<file path="src/rtl/ship_ctrl_pkg.sv">
// ============================================================================
// Module   : ship_ctrl_pkg
// Purpose  : Shared encodings for the spaceship position-datapath sequencer.
//            Holds the mode encodings, the one-hot select constants used on
//            mode_sel/pos_sel, and the scheduler state encoding.
// Revision : 1.0 - initial release
// ============================================================================
`default_nettype none

package ship_ctrl_pkg;

  // Command / mode register encodings
  localparam logic [1:0] MODE_RESET   = 2'd0;
  localparam logic [1:0] MODE_ATTACK  = 2'd1;
  localparam logic [1:0] MODE_DEFENSE = 2'd2;
  localparam logic [1:0] MODE_STEALTH = 2'd3;

  // One-hot select patterns (position mux and velocity mux)
  localparam logic [3:0] SEL_IDLE   = 4'b0000;
  localparam logic [3:0] SEL_RESET  = 4'b0001;
  localparam logic [3:0] SEL_NORMAL = 4'b0010;
  localparam logic [3:0] SEL_WARP   = 4'b0100;

  // Scheduler states; every non-idle state lasts exactly one cycle
  typedef enum logic [2:0] {
    ST_IDLE  = 3'd0,
    ST_CLEAR = 3'd1,
    ST_UPD_X = 3'd2,
    ST_UPD_Y = 3'd3,
    ST_UPD_Z = 3'd4
  } state_t;

  // Mode encoding -> one-hot velocity select (reset=0001 ... stealth=1000)
  function automatic logic [3:0] mode_onehot(input logic [1:0] mode);
    return 4'(1) << mode;
  endfunction

endpackage

`default_nettype wire

</file>
<file path="src/rtl/warp_cooldown_timer.sv">
// ============================================================================
// Module   : warp_cooldown_timer
// Purpose  : Frame-based warp cooldown counter. Loads WARP_COOLDOWN after a
//            warp frame, decrements (saturating at 0) after a normal frame,
//            and is cleared by a reset-mode command.
// Ports    : clk, rst_n       - clock, async active-low reset
//            i_clr            - force count to zero
//            i_load           - load WARP_COOLDOWN (warp frame ended)
//            i_dec            - decrement, saturating (normal frame ended)
//            o_zero           - count == 0
//            o_le_one         - count <= 1 (zero once a pending decrement lands)
// Revision : 1.0 - initial release
// ============================================================================
`default_nettype none

module warp_cooldown_timer #(
  parameter int CNT_W         = 4,
  parameter int WARP_COOLDOWN = 8
) (
  input  logic clk,
  input  logic rst_n,
  input  logic i_clr,
  input  logic i_load,
  input  logic i_dec,
  output logic o_zero,
  output logic o_le_one
);

  localparam logic [CNT_W-1:0] c_LOAD = CNT_W'(WARP_COOLDOWN);

  logic [CNT_W-1:0] r_cnt;

  always_ff @(posedge clk or negedge rst_n) begin
    if (!rst_n) begin
      r_cnt <= '0;
    end else if (i_clr) begin
      r_cnt <= '0;
    end else if (i_load) begin
      r_cnt <= c_LOAD;
    end else if (i_dec && (r_cnt != '0)) begin
      r_cnt <= r_cnt - 1'b1;
    end
  end

  assign o_zero   = (r_cnt == '0);
  assign o_le_one = (r_cnt <= CNT_W'(1));

endmodule

`default_nettype wire

</file>
<file path="src/rtl/axis_update_scheduler.sv">
// ============================================================================
// Module   : axis_update_scheduler
// Purpose  : Sequencer for the spaceship position datapath. Time-multiplexes
//            one shared add/sub unit across the x, y, z position registers,
//            owns the mode register, the command handshake and warp cooldown.
// Ports    : clk, rst_n        - clock, async active-low reset
//            i_tick            - frame update request (1-cycle pulse)
//            i_cmd_valid/o_cmd_ready, i_cmd_mode - mode command handshake
//            i_warp_req        - request warp for the next frame
//            i_dir_neg[2:0]    - per-axis subtract select ([0]=x)
//            o_mode_sel        - one-hot velocity source select
//            o_pos_sel         - one-hot position source select
//            o_axis_we         - per-axis position write enable
//            o_add_sub_mode    - shared adder mode (1 = subtract)
//            o_busy, o_warp_active, o_overrun - status
// Revision : 1.0 - initial release
// ============================================================================
`default_nettype none

module axis_update_scheduler
  import ship_ctrl_pkg::*;
#(
  parameter int WARP_COOLDOWN = 8,
  parameter int CNT_W         = 4
) (
  input  logic       clk,
  input  logic       rst_n,
  input  logic       i_tick,
  input  logic       i_cmd_valid,
  input  logic [1:0] i_cmd_mode,
  output logic       o_cmd_ready,
  input  logic       i_warp_req,
  input  logic [2:0] i_dir_neg,
  output logic [3:0] o_mode_sel,
  output logic [3:0] o_pos_sel,
  output logic [2:0] o_axis_we,
  output logic       o_add_sub_mode,
  output logic       o_busy,
  output logic       o_warp_active,
  output logic       o_overrun
);

  state_t     r_state;
  logic [1:0] r_mode;
  logic       r_pending;
  logic       r_warp;
  logic       r_overrun;
  logic       r_busy;
  logic [3:0] r_pos_sel;
  logic [2:0] r_axis_we;
  logic       r_add_sub;

  logic w_ready;
  logic w_accept;
  logic w_warp_mode;
  logic w_cd_zero;
  logic w_cd_le_one;
  logic w_grant;
  logic w_frame_end;

  assign w_ready     = (r_state == ST_IDLE) && !r_pending;
  assign w_accept    = i_cmd_valid && w_ready;
  assign w_warp_mode = (r_mode == MODE_ATTACK) || (r_mode == MODE_DEFENSE);
  assign w_frame_end = (r_state == ST_UPD_Z);

  // When chaining straight out of UPD_Z the cooldown update of the ending
  // frame lands on the same edge, so judge against the post-update value:
  // a warp frame reloads the counter, a normal frame brings 1 down to 0.
  always_comb begin
    w_grant = 1'b0;
    if (i_warp_req && w_warp_mode) begin
      if (r_state == ST_UPD_Z) w_grant = !r_warp && w_cd_le_one;
      else                     w_grant = w_cd_zero;
    end
  end

  warp_cooldown_timer #(
    .CNT_W         (CNT_W),
    .WARP_COOLDOWN (WARP_COOLDOWN)
  ) u_cooldown (
    .clk      (clk),
    .rst_n    (rst_n),
    .i_clr    (w_accept && (i_cmd_mode == MODE_RESET)),
    .i_load   (w_frame_end && r_warp),
    .i_dec    (w_frame_end && !r_warp),
    .o_zero   (w_cd_zero),
    .o_le_one (w_cd_le_one)
  );

  always_ff @(posedge clk or negedge rst_n) begin
    if (!rst_n) begin
      r_state   <= ST_IDLE;
      r_mode    <= MODE_RESET;
      r_pending <= 1'b0;
      r_warp    <= 1'b0;
      r_overrun <= 1'b0;
      r_busy    <= 1'b0;
      r_pos_sel <= SEL_IDLE;
      r_axis_we <= 3'b000;
      r_add_sub <= 1'b0;
    end else begin
      case (r_state)
        ST_IDLE: begin
          if (w_accept) begin
            r_mode    <= i_cmd_mode;
            // A tick coinciding with an accepted command is deferred
            r_pending <= i_tick;
            if (i_cmd_mode == MODE_RESET) begin
              r_state   <= ST_CLEAR;
              r_pos_sel <= SEL_RESET;
              r_axis_we <= 3'b111;
              r_busy    <= 1'b1;
            end
          end else if (i_tick || r_pending) begin
            r_state   <= ST_UPD_X;
            r_warp    <= w_grant;
            r_pos_sel <= w_grant ? SEL_WARP : SEL_NORMAL;
            r_axis_we <= 3'b001;
            r_add_sub <= i_dir_neg[0];
            r_busy    <= 1'b1;
            // Consume the pending request; a fresh tick re-queues it
            r_pending <= r_pending && i_tick;
          end
        end

        ST_CLEAR: begin
          if (r_pending) begin
            r_state   <= ST_UPD_X;
            r_pending <= 1'b0;
            r_warp    <= w_grant;
            r_pos_sel <= w_grant ? SEL_WARP : SEL_NORMAL;
            r_axis_we <= 3'b001;
            r_add_sub <= i_dir_neg[0];
          end else begin
            r_state   <= ST_IDLE;
            r_pos_sel <= SEL_IDLE;
            r_axis_we <= 3'b000;
            r_busy    <= 1'b0;
          end
        end

        ST_UPD_X: begin
          r_state   <= ST_UPD_Y;
          r_axis_we <= 3'b010;
          r_add_sub <= i_dir_neg[1];
        end

        ST_UPD_Y: begin
          r_state   <= ST_UPD_Z;
          r_axis_we <= 3'b100;
          r_add_sub <= i_dir_neg[2];
        end

        ST_UPD_Z: begin
          if (r_pending) begin
            // Back-to-back frame with no idle cycle in between
            r_state   <= ST_UPD_X;
            r_pending <= 1'b0;
            r_warp    <= w_grant;
            r_pos_sel <= w_grant ? SEL_WARP : SEL_NORMAL;
            r_axis_we <= 3'b001;
            r_add_sub <= i_dir_neg[0];
          end else begin
            r_state   <= ST_IDLE;
            r_warp    <= 1'b0;
            r_pos_sel <= SEL_IDLE;
            r_axis_we <= 3'b000;
            r_add_sub <= 1'b0;
            r_busy    <= 1'b0;
          end
        end

        default: begin
          r_state   <= ST_IDLE;
          r_warp    <= 1'b0;
          r_pos_sel <= SEL_IDLE;
          r_axis_we <= 3'b000;
          r_add_sub <= 1'b0;
          r_busy    <= 1'b0;
        end
      endcase

      // Ticks arriving while busy: queue one, drop and flag any further one.
      // Placed after the case so it wins over a same-edge pending clear only
      // when nothing was queued yet.
      if ((r_state != ST_IDLE) && i_tick) begin
        if (r_pending) r_overrun <= 1'b1;
        else           r_pending <= 1'b1;
      end
    end
  end

  assign o_cmd_ready    = w_ready;
  assign o_mode_sel     = mode_onehot(r_mode);
  assign o_pos_sel      = r_pos_sel;
  assign o_axis_we      = r_axis_we;
  assign o_add_sub_mode = r_add_sub;
  assign o_busy         = r_busy;
  assign o_warp_active  = r_warp;
  assign o_overrun      = r_overrun;

endmodule

`default_nettype wire
</file>
<file path="config.mk">
export PLATFORM = sky130hd
export DESIGN_NAME = axis_update_scheduler
export DESIGN_NICKNAME = d
export VERILOG_FILES = /design/src/rtl/ship_ctrl_pkg.sv /design/src/rtl/warp_cooldown_timer.sv /design/src/rtl/axis_update_scheduler.sv
export SDC_FILE = /design/constraint.sdc
export NUM_CORES = 1
export LEC_CHECK = 0
export CORE_UTILIZATION = 25
export DETAILED_ROUTE_END_ITERATION = 6
export GPL_TIMING_DRIVEN = 0
export SYNTH_ARGS = -nofsm -noshare
export SYNTH_HDL_FRONTEND = slang
export SYNTH_SLANG_ARGS = --single-unit
</file>
<file path="constraint.sdc">
create_clock -name clk -period 5.1 [get_ports clk]
set_input_delay 1.02 -clock clk [delete_from_list [all_inputs] [get_ports clk]]
set_output_delay 1.02 -clock clk [all_outputs]
set_load 0.03 [all_outputs]
</file>
* After elaboration in Yosys (flattened, before gate mapping)
Cells that the tools add are included.
** Word-level totals
- Bits in registers :: 21
- Input bits :: 10
- Output and inout port bits :: 16
- Word-level logic and storage cells :: 96
** Operators by class
- $add $sub $neg :: 1
- Order comparisons :: 1
- Equal/unequal tests :: 12
- Shift-type cells :: 1
- Muxes and demuxes :: 41
- Bitwise operators :: 1
- Reductions and logical operators :: 29
** Operators by type and width (number)
- $mux 3 :: 8
- $mux 4 :: 6
- $pmux 3 s4 :: 2
- $mux 1 :: 19
- $pmux 4 s3 :: 1
- $logic_and 1x1->1 :: 10
- $reduce_and 4->1 :: 2
- $eq 3x2->1 const B :: 2
- $ne 2x2->1 const B :: 3
- $ne 3x2->1 const B :: 2
- $reduce_and 2->1 :: 3
- $reduce_and 3->1 :: 2
- $reduce_bool 3->1 :: 2
- $pmux 1 s5 :: 1
- $le 4x1->1 const B :: 1
- $logic_not 4->1 :: 1
- $pmux 1 s4 :: 1
- $reduce_bool 4->1 :: 1
- $reduce_or 2->1 :: 2
- $shl 1x2->4 const A :: 1
- $sub 4x1->4 const B :: 1
- $eq 3x1->1 const B :: 1
- $eq 3x3->1 const B :: 1
- $logic_not 3->1 :: 1
- other kinds (10) :: 12

* Depth between registers and ports, before layout
- Word-level depth :: 8
- Gate-level depth with buffers :: 6
- Depth with buffers taken out :: 6

* Hierarchy
From an unflattened synthesis, not the netlist that was laid out.
** Unflattened totals
- Cell total of the unflattened synthesis :: 118
- Area, all modules :: 1156.1 µm²
** By module, submodules not included
- axis_update_scheduler :: times used 1, cells an instance 89, area an instance 893.4 µm², sequential area each 375.4 µm²
- warp_cooldown_timer :: times used 1, cells an instance 29, area an instance 262.8 µm², sequential area each 100.1 µm²

* Least setup slack after synthesis
Ideal clock, no wire load.
- Path type :: register to output
- Start :: reg r_state[0]
- End :: out o_cmd_ready
- Arrival :: 1648 ps
- Setup slack :: 2432 ps
- Stages on the path, launching flop included :: 3
- Buffers on the path :: 1
- Cells stage by stage :: dfrtp_1 buf_6 nor4_1
** On the way
- Longest elaborated chain between the ends :: 2
** RTL lines
- start, declared :: line axis_update_scheduler.sv:43 : state_t r_state;
- start signal, assigned :: line axis_update_scheduler.sv:92 : r_state <= ST_IDLE;
- start signal, assigned :: line axis_update_scheduler.sv:109 : r_state <= ST_CLEAR;
- start signal, assigned :: line axis_update_scheduler.sv:115 : r_state <= ST_UPD_X;
- $logic_not 3->1 :: line axis_update_scheduler.sv:61 : assign w_ready = (r_state == ST_IDLE) && !r_pending;
- $logic_and 1x1->1 :: line axis_update_scheduler.sv:61
- end, declared :: line axis_update_scheduler.sv:31 : output logic o_cmd_ready,
No other way between the ends.

* Worst setup path in the final report
Ends and elaborated chain as after synthesis.

==> results by group <==
Status
  • Status: completed

Yosys
  • XOR/XNOR Fraction of Synth Area: less than 1%
  • Top-count cell post-synth: dfrtp_1
  • Synth Cell Area: 1170 um2
  • Commonest cells in the synthesized netlist: dfrtp_1, nor2_1, inv_1
  • Main combinational cell family by area after synthesis: compound AO/OA/AOI/OAI gates
  • Avg Cell Area, Syn: 9.27 um2
  • Adder-Cell Fraction of Synth Area: 8.35%
  • Yosys cell types: 42
  • Synth area leaders: dfrtp_1, ha_1, nor2_1
  • Mapped Cells: 126
  • Sequential-to-total area share from yosys stat: around 40%
  • Multiplexer area fraction after synthesis: 3.64%
  • Synth Area in Simple Gates: 16.2%
  • Post-synth EDFFs: 0
  • Post-synth ARST share: 100%
  • Top cell type's share of synthesized area: 40.7%
  • Synth Register Bits: 19
  • Yosys top cell by area: dfrtp_1
  • Ys flop type: dfrtp_1
  • Compound-Gate Fraction of Synth Area: approximately a fifth
  • Synthesis Warnings: 0
  • Post-synth net total: about 140

Critical path
  • Slowest stage cell, crit path: clkdlybuf4s50_1
  • RR Endpoint: o_pos_sel[0]
  • Worst-path fanout max: 8
  • CP Data Required Time: between 4000 and 5000 ps
  • R2r startpoint: r_state[0]
  • Critical Path, Cell by Cell: buf_6, nor4_1, clkdlybuf4s50_1
  • Setup crit start kind: flop
  • R2R setup slack: 3170 ps
  • CP endpoint kind: output pin
  • Crit path buf inv count: 2
  • WS Path Type: reg -> out
  • Crit-path leading delay family: buffers and inverters
  • R2R depth: 6
  • Critical Path Max Stage Delay: around 800 ps
  • Arrival time worst endpoint: approximately 2200 ps

Layout
  • Filler cells: 444
  • Fin nets: between 150 and 200
  • P&R area growth vs syn: 29.1%
  • Multi-input logic area: ~600 um2
  • FF+latch area: 475 um2
  • Layout cells sized above 1: about 8.5%
  • Number of diodes: 0
  • Final core utilization: 34.2%

Clocking
  • CTS tree: done
  • CTS Buf Count: 3
  • Setup repair bufs after CTS: 0
  • Resize count post-CTS: 0
  • H-tree levels: 1
  • Clock buffer depth: 2
  • CTS sink cnt: 19
  • Clock Latency Late Sink: 250 ps
  • CTS Root Cell: clkbuf_8
  • Post-CTS Hold Buffers: 0
  • Reg clk slew, reported paths: 70 ps

STA
  • Fin. Hold Viols: 0
  • RSZ-0062 raised after global routing: no
  • Fin. max-slew vios: 0
  • Skew final: around 3.7 ps
  • Measured slew at the worst slew-check pin: about 870 ps
  • Final Critical Period: approximately 3200 ps
  • Final setup TNS: 0 ps
  • Endpoints failing setup: 0
  • Worst rel slew slack: 41.6%
  • Tcrit/Tclk final: 63.0%
  • Max Fclk: 0.311 GHz
  • Fin Hold WS: 468 ps

Placement
  • DP HPWL: ~1.8 mm
  • Port Buf Inserts: 23
  • Gp weighted congestion: 0.722

Power and ir drop
  • Gate power share: between 50% and 60%
  • P_sw: 0.415 mW
  • Clock network fraction of design power: roughly 12%
  • VDD IR max: 0.271 mV
  • Switching Share: 45.3%
  • Sequential Power Share: 29.5%
  • Int Pwr: 0.501 mW
  • Pwr Density: around 600 nW/um2
  • Static Leak: ~0.64 nW

Route
  • Via density: 4.87
  • Initial DRC Count: 31
  • DRC errors left: 0
  • DRT Pass-1 Iters: 4
  • WL/cell: approximately 12 um
  • Antenna viol nets, final: 0
  • Routed wire length: between 2 and 3 mm
  • Routed vias: 999

GRT
  • Largest net degree at the start of global routing: 20
  • GRT Overall Usage: 10.9%
  • Initial antenna violation count: 0
  • Gr ovfl total: 0
  • First-pass GRT wire length: about 4.4 mm
  • Vias in the first global route: 950

Floorplanning
  • Die footprint: a little under 5000 um2
  • Die W: 70.4 um
  • IO Pins: 26
  • Die Y: 70.4 um
  • Starting density of the core: 26.5%
  • Core area: ~4400 um2
  • Row count: 24

Min path
  • WHS Endpoint: o_overrun
  • Min-Delay Path Class: reg -> reg
  • Hold Startpoint: o_overrun
  • Hold Path Depth: 1

Job
  • Max-cap violations: 0
## layout make-up
type | instances | area share (%)
Inverter | 10 | 2.49
Multi-Input combinational cell | 86 | 38.8
Timing Repair Buffer | 23 | 15.3
Sequential cell | 19 | 31.5
Clock buffer | 4 | 2.99
Tap cell | 52 | 4.31
Buffer | 11 | 4.64
## logic make-up (layout without fill, tap and decap cells)
family,Yosys count,in the layout
and+or+nand+nor,37,37
AOI/OAI and AO/OA,35,35
buffers and inverters,21,48
DFF,19,19
adders and majority gates,8,8
muxes,4,4
other,1,1
xor gates and xnor gates,1,1
## power by group through the flow
stage / Sequential [mW] / Combinational, mW / Clock [mW]
floorplan: 0.308 / 0.343 / 0
global placement: 0.271 / 0.541 / 0
detailed placement: 0.273 / 0.539 / 0
CTS: 0.270 / 0.545 / 0.110
global route: 0.279 / 0.595 / 0.116
finish: 0.270 / 0.541 / 0.106
## metal layers
metal	GRT usage (%)	routed length (um)	vias to the layer above
met2	17.2	1200	15
met5	0	0	-
met4	3.33	11	0
met3	1.30	50	2
li1	-	-	504
met1	15.4	1270	478
## state kept, by name, indices dropped and copies added (netlist names)
name and cells:
o_busy 1, o_add_sub_mode 1, o_overrun 1, o_warp_active 1, o_axis_we 2, u_cooldown.r_cnt 4
r_state 3, r_pending 1, o_pos_sel 3, r_mode 2
## stage by stage
| stage | cell area [um2] | setup WS, ps | power, mW | cells |
|---|---|---|---|---|
| global route | 1510 | 1770 | 0.990 | 205 |
| finish | 1510 | 1890 | 0.916 | 205 |
| floorplan | 1170 | 2430 | 0.651 | 126 |
| global placement | 1460 | 2140 | 0.813 | 201 |
| CTS | 1510 | 1890 | 0.925 | 205 |
| detailed placement | 1460 | 2200 | 0.813 | 201 |
## worst reg2reg max path, delay by kind of cell (launching register included)
kind	cells	cell delay (ps)
compound gates	2	370
buf+inv	2	290
flops	1	390
mux	1	150
simple gates	1	610
## cells in the final DEF (no fill, tap or decap), types with 2 or more instances in the layout
| master | Yosys | final |
|---|---|---|
| a211o_1 | 2 | 2 |
| a21boi_0 | 2 | 2 |
| a21oi_1 | 6 | 6 |
| a31oi_1 | 3 | 3 |
| and2_1 | 2 | 2 |
| buf_2 | 2 | 2 |
| buf_4 | 3 | 3 |
| buf_6 | 2 | 2 |
| clkbuf_1 | 4 | 5 |
| clkbuf_8 | 0 | 3 |
| clkdlybuf4s50_1 | 0 | 23 |
| dfrtp_1 | 19 | 19 |
| ha_1 | 7 | 7 |
| inv_1 | 10 | 10 |
| mux2_2 | 2 | 2 |
| mux2i_1 | 2 | 2 |
| nand2_1 | 6 | 6 |
| nand2b_1 | 2 | 2 |
| nand3_1 | 4 | 4 |
| nor2_1 | 11 | 11 |
| nor3_1 | 3 | 3 |
| nor3b_1 | 2 | 2 |
| nor4_1 | 2 | 2 |
| o21ai_0 | 4 | 4 |
| o21bai_1 | 2 | 2 |
| o22ai_1 | 3 | 3 |
| o31ai_1 | 3 | 3 |
| o41ai_1 | 2 | 2 |
## how the worst max path moves through the flow
stage	start	to	cells after the start
after floorplan	r_state[0]	o_cmd_ready	2
after global placement	r_state[0]	o_cmd_ready	3
after detailed placement	r_state[0]	o_cmd_ready	3
after CTS	r_state[0]	o_cmd_ready	3
after global routing	r_state[0]	o_cmd_ready	3
final	r_state[0]	o_cmd_ready	3
No activity file was read; power rests on OpenSTA's default activity.
